<file path="config.mk">
export PLATFORM = sky130hd
export DESIGN_NAME = ps2_key_controller
export DESIGN_NICKNAME = d
export VERILOG_FILES = /design/src/rtl/ps2_key_controller.sv
export SDC_FILE = /design/constraint.sdc
export NUM_CORES = 1
export LEC_CHECK = 0
export CAP_MARGIN = 20
export CORE_ASPECT_RATIO = 0.5
export CORE_UTILIZATION = 41
export CTS_CLUSTER_SIZE = 25
export DETAILED_ROUTE_END_ITERATION = 16
export PLACE_DENSITY = 0.69
export RECOVER_POWER = 25
export SYNTH_ARGS = -nofsm -noshare
export SYNTH_HDL_FRONTEND = slang
export SYNTH_SLANG_ARGS = --single-unit
</file>
<file path="constraint.sdc">
create_clock -name Clock -period 3.2 [get_ports Clock]
set_clock_uncertainty 0.15 [all_clocks]
set_input_delay 0.8 -clock Clock [delete_from_list [all_inputs] [get_ports Clock]]
set_output_delay 0.8 -clock Clock [all_outputs]
set_load 0.01 [all_outputs]
</file>
<file path="src/rtl/ps2_key_controller.sv">
// PS/2 keyboard front end for the KEY instruction: conditions the pins, receives and
// validates frames, keeps make codes only and buffers them in a show-ahead FIFO.
module ps2_key_controller #(
    parameter int FIFO_DEPTH = 4,
    parameter int FILTER_LEN = 4,
    parameter int TIMEOUT    = 50000
) (
    input  logic       Clock,
    input  logic       Reset,
    input  logic       iPS2Clock,
    input  logic       iPS2Data,
    input  logic       iKeyRead,
    output logic [7:0] oKeyData,
    output logic       oKeyValid,
    output logic       oStall,
    output logic       oFrameError,
    output logic       oOverflow
);
    localparam int PW = $clog2(FIFO_DEPTH);
    localparam int TW = $clog2(TIMEOUT + 1);

    typedef enum logic [1:0] {IDLE, DATA, PARITY, STOP} state_e;

    logic [1:0]            clk_sync_q, dat_sync_q;
    logic [FILTER_LEN-1:0] samp_q, samp_d;
    logic                  filt_q, filt_d, prev_q, fall_q;
    logic                  dat;

    state_e                state_q, state_d;
    logic [2:0]            bit_q;
    logic [7:0]            shift_q;
    logic                  par_q;
    logic [TW-1:0]         to_q;
    logic                  frame_ok, frame_bad, err_q;

    logic                  brk_q, brk_d, push;

    logic [7:0]            mem_q [FIFO_DEPTH];
    logic [PW-1:0]         wp_q, rp_q;
    logic [PW:0]           cnt_q;
    logic                  full, pop, wr, ovf_q;

    assign dat = dat_sync_q[1];

    // The filtered level only moves once every sample in the window agrees.
    assign samp_d = {samp_q[FILTER_LEN-2:0], clk_sync_q[1]};
    always_comb begin
        filt_d = filt_q;
        if (samp_d == '0)      filt_d = 1'b0;
        else if (samp_d == '1) filt_d = 1'b1;
    end

    always_ff @(posedge Clock or negedge Reset) begin
        if (!Reset) begin
            clk_sync_q <= 2'b11;
            dat_sync_q <= 2'b11;
            samp_q     <= '1;
            filt_q     <= 1'b1;
            prev_q     <= 1'b1;
            fall_q     <= 1'b0;
        end else begin
            clk_sync_q <= {clk_sync_q[0], iPS2Clock};
            dat_sync_q <= {dat_sync_q[0], iPS2Data};
            samp_q     <= samp_d;
            filt_q     <= filt_d;
            prev_q     <= filt_q;
            fall_q     <= prev_q & ~filt_q;
        end
    end

    // Receiver FSM: state register plus frame datapath
    always_ff @(posedge Clock or negedge Reset) begin
        if (!Reset) begin
            state_q <= IDLE;
            bit_q   <= '0;
            shift_q <= '0;
            par_q   <= 1'b0;
            to_q    <= '0;
        end else begin
            state_q <= state_d;
            if (fall_q) begin
                to_q <= '0;
                if (state_q == IDLE) bit_q <= '0;
                if (state_q == DATA) begin
                    shift_q <= {dat, shift_q[7:1]};
                    bit_q   <= bit_q + 1'b1;
                end
                if (state_q == PARITY) par_q <= dat;
            end else begin
                to_q <= (state_d == IDLE) ? '0 : to_q + 1'b1;
            end
        end
    end

    always_comb begin
        state_d = state_q;
        if (fall_q) begin
            case (state_q)
                IDLE:    if (!dat) state_d = DATA;
                DATA:    if (bit_q == 3'd7) state_d = PARITY;
                PARITY:  state_d = STOP;
                STOP:    state_d = IDLE;
                default: state_d = IDLE;
            endcase
        end else if (state_q != IDLE && to_q == TW'(TIMEOUT - 1)) begin
            state_d = IDLE;
        end
    end

    always_comb begin
        frame_ok  = fall_q && (state_q == STOP) && dat && (^{shift_q, par_q});
        frame_bad = fall_q && (state_q == STOP) && !frame_ok;
    end

    // Decoder: drop E0 prefixes and every F0-prefixed release code.
    always_comb begin
        brk_d = brk_q;
        push  = 1'b0;
        if (frame_ok) begin
            if (shift_q == 8'hF0)      brk_d = 1'b1;
            else if (shift_q == 8'hE0) brk_d = brk_q;
            else if (brk_q)            brk_d = 1'b0;
            else                       push  = 1'b1;
        end
    end

    assign full = (cnt_q == (PW+1)'(FIFO_DEPTH));
    assign pop  = iKeyRead & oKeyValid;
    assign wr   = push & (~full | pop);

    always_ff @(posedge Clock or negedge Reset) begin
        if (!Reset) begin
            err_q <= 1'b0;
            brk_q <= 1'b0;
            ovf_q <= 1'b0;
            wp_q  <= '0;
            rp_q  <= '0;
            cnt_q <= '0;
            for (int i = 0; i < FIFO_DEPTH; i++) mem_q[i] <= '0;
        end else begin
            err_q <= frame_bad;
            brk_q <= brk_d;
            if (push & full & ~pop) ovf_q <= 1'b1;
            if (wr) begin
                mem_q[wp_q] <= shift_q;
                wp_q        <= wp_q + 1'b1;
            end
            if (pop) rp_q <= rp_q + 1'b1;
            case ({wr, pop})
                2'b10:   cnt_q <= cnt_q + 1'b1;
                2'b01:   cnt_q <= cnt_q - 1'b1;
                default: cnt_q <= cnt_q;
            endcase
        end
    end

    assign oKeyValid   = (cnt_q != '0);
    assign oKeyData    = oKeyValid ? mem_q[rp_q] : 8'h00;
    assign oStall      = iKeyRead & ~oKeyValid;
    assign oFrameError = err_q;
    assign oOverflow   = ovf_q;
endmodule

</file>
=== After elaboration in Yosys (flattened, before gate mapping) ===
Index checks and enable logic that the tools add are counted.

* Output and inout port bits: 12
* Input port bits: 5
* Word-level logic and storage cells: 100
* Flip-flop bits (word level): 82

* Bitwise gates (word level): 13
* Order comparisons: 3
* Reduce and logical (&&, ||, !) cells: 20
* Muxes and demuxes: 25
* $add $sub $neg: 6
* Eq/ne operators: 12

{| class="wikitable"
|+ Operator list
! cell !! count
|-
| $bwmux 32 || 1
|-
| $mux 16 || 2
|-
| $mux 8 || 4
|-
| $add 16x1->16 const B || 1
|-
| $bmux 8 s2 || 1
|-
| $demux 8 s2 || 1
|-
| $eq 16x16->1 const B || 1
|-
| $eq 8x8->1 const B || 2
|-
| $reduce_xor 9->1 || 1
|-
| $mux 1 || 8
|-
| $mux 2 || 4
|-
| $pmux 2 s4 || 1
|-
| $reduce_and 2->1 || 4
|-
| $reduce_bool 2->1 || 4
|-
| $add 3x1->3 const B || 2
|-
| $and 1x1->1 || 6
|-
| $eq 2x2->1 const B || 3
|-
| $eq 3x3->1 const B || 2
|-
| $ge 3x3->1 const B || 2
|-
| $logic_and 1x1->1 || 6
|-
| $mux 3 || 2
|-
| $not 2->3 || 2
|-
| $pmux 3 s2 || 1
|-
| $add 2x1->2 const B || 2
|-
| 11 further kinds || 16
|}

=== Depth between registers and ports, before layout ===
* Depth after elaboration: 8
* Mapped depth: 11
* Depth with buffers taken out: 10

=== Least setup slack after synthesis ===
Ideal clock, no wire load.

* Path type: reg2reg
* From: register shift_q[2]
* To: register cnt_q[2]
* Path buffers: 0
* Setup slack: 0.438 ns
* Period minus slack after synthesis: 2.762 ns
* Arrival time: 2.532 ns
* Cell stages (with the launch flop): 11
* Path through: dfrtp_1 > xor2_1 > xnor3_2 > mux2_2 > nand3_1 > ha_1 > inv_1 > fa_1 > xor2_1 > nor2_1 > xor2_1

* Word-level cells in the longest chain between the ends: 7

{| class="wikitable"
|+ RTL lines
! element !! line !! text
|-
| start, declared || 31 || <nowiki>logic [7:0] shift_q;</nowiki>
|-
| start signal, assigned || 85 || <nowiki>shift_q <= {dat, shift_q[7:1]};</nowiki>
|-
| $eq 8x8->1 || 121 || <nowiki>else if (shift_q == 8'hE0) brk_d = brk_q;</nowiki>
|-
| $mux 1 || 121 ||
|-
| $mux 1 || 120 || <nowiki>if (shift_q == 8'hF0) brk_d = 1'b1;</nowiki>
|-
| $mux 1 * || 119 || <nowiki>if (frame_ok) begin</nowiki>
|-
| $and 1x1->1 * || 129 || <nowiki>assign wr = push & (~full | pop);</nowiki>
|-
| $eq 2x1->1 or $eq 2x2->1 (tied branches) || 149 || <nowiki>case ({wr, pop})</nowiki>
|-
| $pmux 3 s2 or $reduce_bool 2->1 (tied branches) || - ||
|-
| end signal, assigned || 150 || <nowiki>2'b10: cnt_q <= cnt_q + 1'b1;</nowiki>
|-
| end signal, assigned || 151 || <nowiki>2'b01: cnt_q <= cnt_q - 1'b1;</nowiki>
|-
| end signal, assigned || 152 || <nowiki>default: cnt_q <= cnt_q;</nowiki>
|-
| end, declared || 40 || <nowiki>logic [PW:0] cnt_q;</nowiki>
|}

Every way passes the cells marked *; elsewhere a longest branch is shown, timed or not.
A chain may end at the register's enable or synchronous reset.

=== Worst setup path after layout ===
* From: register rp_q[0]
* To: output port oKeyData[6]

* Word-level cells in the longest chain between the ends: 5

{| class="wikitable"
|+ RTL lines
! element !! line !! text
|-
| start, declared || 39 || <nowiki>logic [PW-1:0] wp_q, rp_q;</nowiki>
|-
| start signal, assigned || 148 || <nowiki>if (pop) rp_q <= rp_q + 1'b1;</nowiki>
|-
| $not 2->3 (not written as such) || 158 || <nowiki>assign oKeyData = oKeyValid ? mem_q[rp_q] : 8'h00;</nowiki>
|-
| $bmux 8 s2 || 158 ||
|-
| $mux 8 (not written as such) (2 in series) || 158 ||
|-
| $mux 8 || 158 ||
|-
| end, declared || 13 || <nowiki>output logic [7:0] oKeyData,</nowiki>
|}

Every way passes these cells. The select of a mux whose other input is x is not followed.

==> reports/metrics.yaml <==
outcome:
  status: "finished, violations left"
  violations: "max-capacitance violations, max-slew violations"
power:
  max-vdd-ir-drop_v: 0.000246
  p_leak_nw: 1.99
  powerDensity_nw_per_um2: 642
floorplan:
  dieHeight_um: 69.8
  dieArea_um2: 9600
  fp.dieW_um: 138
  coreArea_um2: 8800
  pin_count: 17
  rows: 24
  initial_utilization: 0.428
grt:
  gr-usage-all-layers: 0.163
  antenna_found_initial: 0
  gr-total-overflow: 0
  grt_max_degree: 83
  grt_pass1_wl_um: 11800
  grt_pass1_vias: 2404
drt:
  vias: 2273
  drt_iter0_markers: 125
  drc: 0
  drt-total-wl_um: 6680
  ant_nets: 0
  via_per_inst: 5.19
  routedWlPerCell_um: 15.3
  dr.pass1.iters: 5
run:
  max_cap_violations: 1
yosys:
  synth_top_family_by_area: "multiplexers"
  muxShareOfSynthArea: 0.184
  yosys.area_share.simple: 0.128
  synth_compound_area_frac: 0.0256
  synth_seq_cells: 82
  yosysWarnings: 0
  synth_ff_type: "dfrtp_1"
  syn_area_um2: 3770
  yosysTopAreaCell: "dfrtp_1"
  synth_cell_types: 40
  avgSynthCellArea_um2: 12.9
  synth-xor-area-share: 0.0638
  synth_edf_count: 0
  yosysTopAreaCellShare: 0.485
  synth_fp_nets: 306
  synth_fa_ha_area_frac: 0.0319
  seq_area_frac_synth: 0.548
  synthCells: 292
  synth-async-reset-ratio: 1.00
  synth_area_leaders: "dfrtp_1 49%, mux2_2 12%, dfstp_2 6.3%"
cts:
  root_buffer: "clkbuf_16"
  cts_tree: "built"
  cts_hold_buffers: 0
  postCtsSetupBuffers: 0
  cts.clk_slew.worst_paths_ns: 0.06
  cts_buffer_depth: 2
  htree_num_levels: 3
  ctsResizeCount: 0
  cts.sinks: 82
  clock_latency_ns: 0.34
  cts_buffers: 9
final_layout:
  n_fill_cell: 745
  antenna_cells: 0
  final_layout_size_suffix_gt1_frac: 0.262
  fin_cells: 438
  final_net_count: 330
  area_delta_synth_final_pct: 17.3
worst_setup_path:
  worstSetupStartpointType: "flop"
  cp_max_fo: 10
  cp.required_ns: 2.25
  crit_path_end_kind: "primary output"
  critPathArrivalTime_ns: 2.07
  path_class: "flop to primary output"
placement:
  dp_slack_ns: 0.239
  hpwl_um: 4440
  portBuffers: 16
  globalplace.congestion: 0.729
  placedCellCount: 420
sta:
  post-route-period-util: 0.944
  period_needed_ns: 3.02
  tns_ns: 0
  maxSlewViolCount: 73
  worst_slack_ns: 0.180
  tightest_slew_ns: 1.73
  setup_viol: 0
  hold_viol: 0
  fmax_mhz: 331
  relSlewSlack: -0.151
  rsz0062_at_grt: "false"
worst_hold_path:
  worstHoldPathType: "flop to flop"
-- report_power, final --
part | total (mW) | internal (mW) | switching (mW)
clock | 1.17 | 0.761 | 0.413
sequential | 1.24 | 1.12 | 0.118
combinational | 0.422 | 0.208 | 0.214
-- cell families (layout without fill, tap and decap cells) --
kind of cell               after synthesis  after routing
and+or+nand+nor                         89             89
DFF                                     82             82
muxes                                   52             52
xor gates and xnor gates                24             24
buffers and inverters                   19             48
AOI/OAI and AO/OA                       17             17
adders and majority gates                9              9
-- Yosys cell counts, types with 5 or more instances --
cell type / n
nor2_1: 29
dfrtp_1: 73
inv_1: 10
nand4_1: 5
and2_1: 9
xor2_1: 11
mux4_2: 8
nand2_1: 18
o21ai_0: 8
xnor2_1: 11
clkbuf_1: 8
dfstp_2: 9
mux2_2: 39
ha_1: 8
nand3_1: 7
-- metrics by stage --
stage	area [um2]	utilization	hold WS, ns	power, mW
finish	4420	0.502	0.205	2.84
global route	4420	0.502	0.210	2.98
CTS	4410	0.501	0.206	2.86
detailed placement	4070	0.462	0.197	1.68
global placement	4070	0.462	0.196	1.66
floorplan	3770	-	0.195	1.55
-- final timing paths --
check | start | to | slack, ns | cells past startpoint
max | rp_q[0] | oKeyData[6] | 0.18 | 4
min | clk_sync_q[0] | clk_sync_q[1] | 0.20 | 0
max reg2reg | shift_q[2] | cnt_q[2] | 0.24 | 10
min reg2reg | clk_sync_q[0] | clk_sync_q[1] | 0.20 | 0
max in group asynchronous | Reset | bit_q[2] | 0.57 | 2
min in group asynchronous | Reset | cnt_q[1] | 0.27 | 1
-- final cells by class --
class	instances	area [um2]	area share
clock buffer	9	225	0.0510
tap	117	146	0.0331
sequential	82	2060	0.467
inverter	10	37.5	0.00850
clock inverter	7	118	0.0266
timing repair buffer	22	196	0.0445
multi-input combinational	191	1630	0.369
-- registers in the layout (all words and copies together) (netlist names) --
signal / flops
bit_q: 3
brk_q: 1
clk_sync_q: 2
cnt_q: 3
dat_sync_q: 2
fall_q: 1
filt_q: 1
mem_q: 32
oFrameError: 1
oOverflow: 1
par_q: 1
prev_q: 1
rp_q: 2
samp_q: 3
shift_q: 8
state_q: 2
to_q: 16
wp_q: 2
-- layout by cell type, fill, tap and decap left out, types with 2 or more instances in the layout --
cell type	count
dfrtp_1	73
mux2_2	39
nor2_1	29
nand2_1	18
clkdlybuf4s50_1	15
xnor2_1	11
xor2_1	11
inv_1	10
and2_1	9
clkbuf_16	9
mux4_2	8
o21ai_0	8
ha_1	8
nand3_1	7
dfstp_2	6
nand4_1	5
buf_4	5
a21oi_1	3
nor3_4	3
bufinv_16	3
dfstp_1	3
or3_1	2
mux2i_1	2
nand2b_1	2
nor4_1	2
nor3_1	2
a31oi_1	2
nor2b_1	2
o31ai_1	2
nand3b_1	2
mux2_4	2
clkinv_2	2
clkinv_4	2
-- routing by layer --
layer  global-route usage  share of wire
met1                0.206           0.46
met2                0.266           0.49
met3               0.0409          0.026
met4               0.0684          0.022
met5                    0              0
-- critical path, stage by stage, from the launching register on --
cell	delay [ns]
dfrtp_1	0.32
buf_4	0.23
mux4_2	0.52
and2_1	0.17
clkdlybuf4s50_1	0.49
Power figures use the tool's default switching activity.
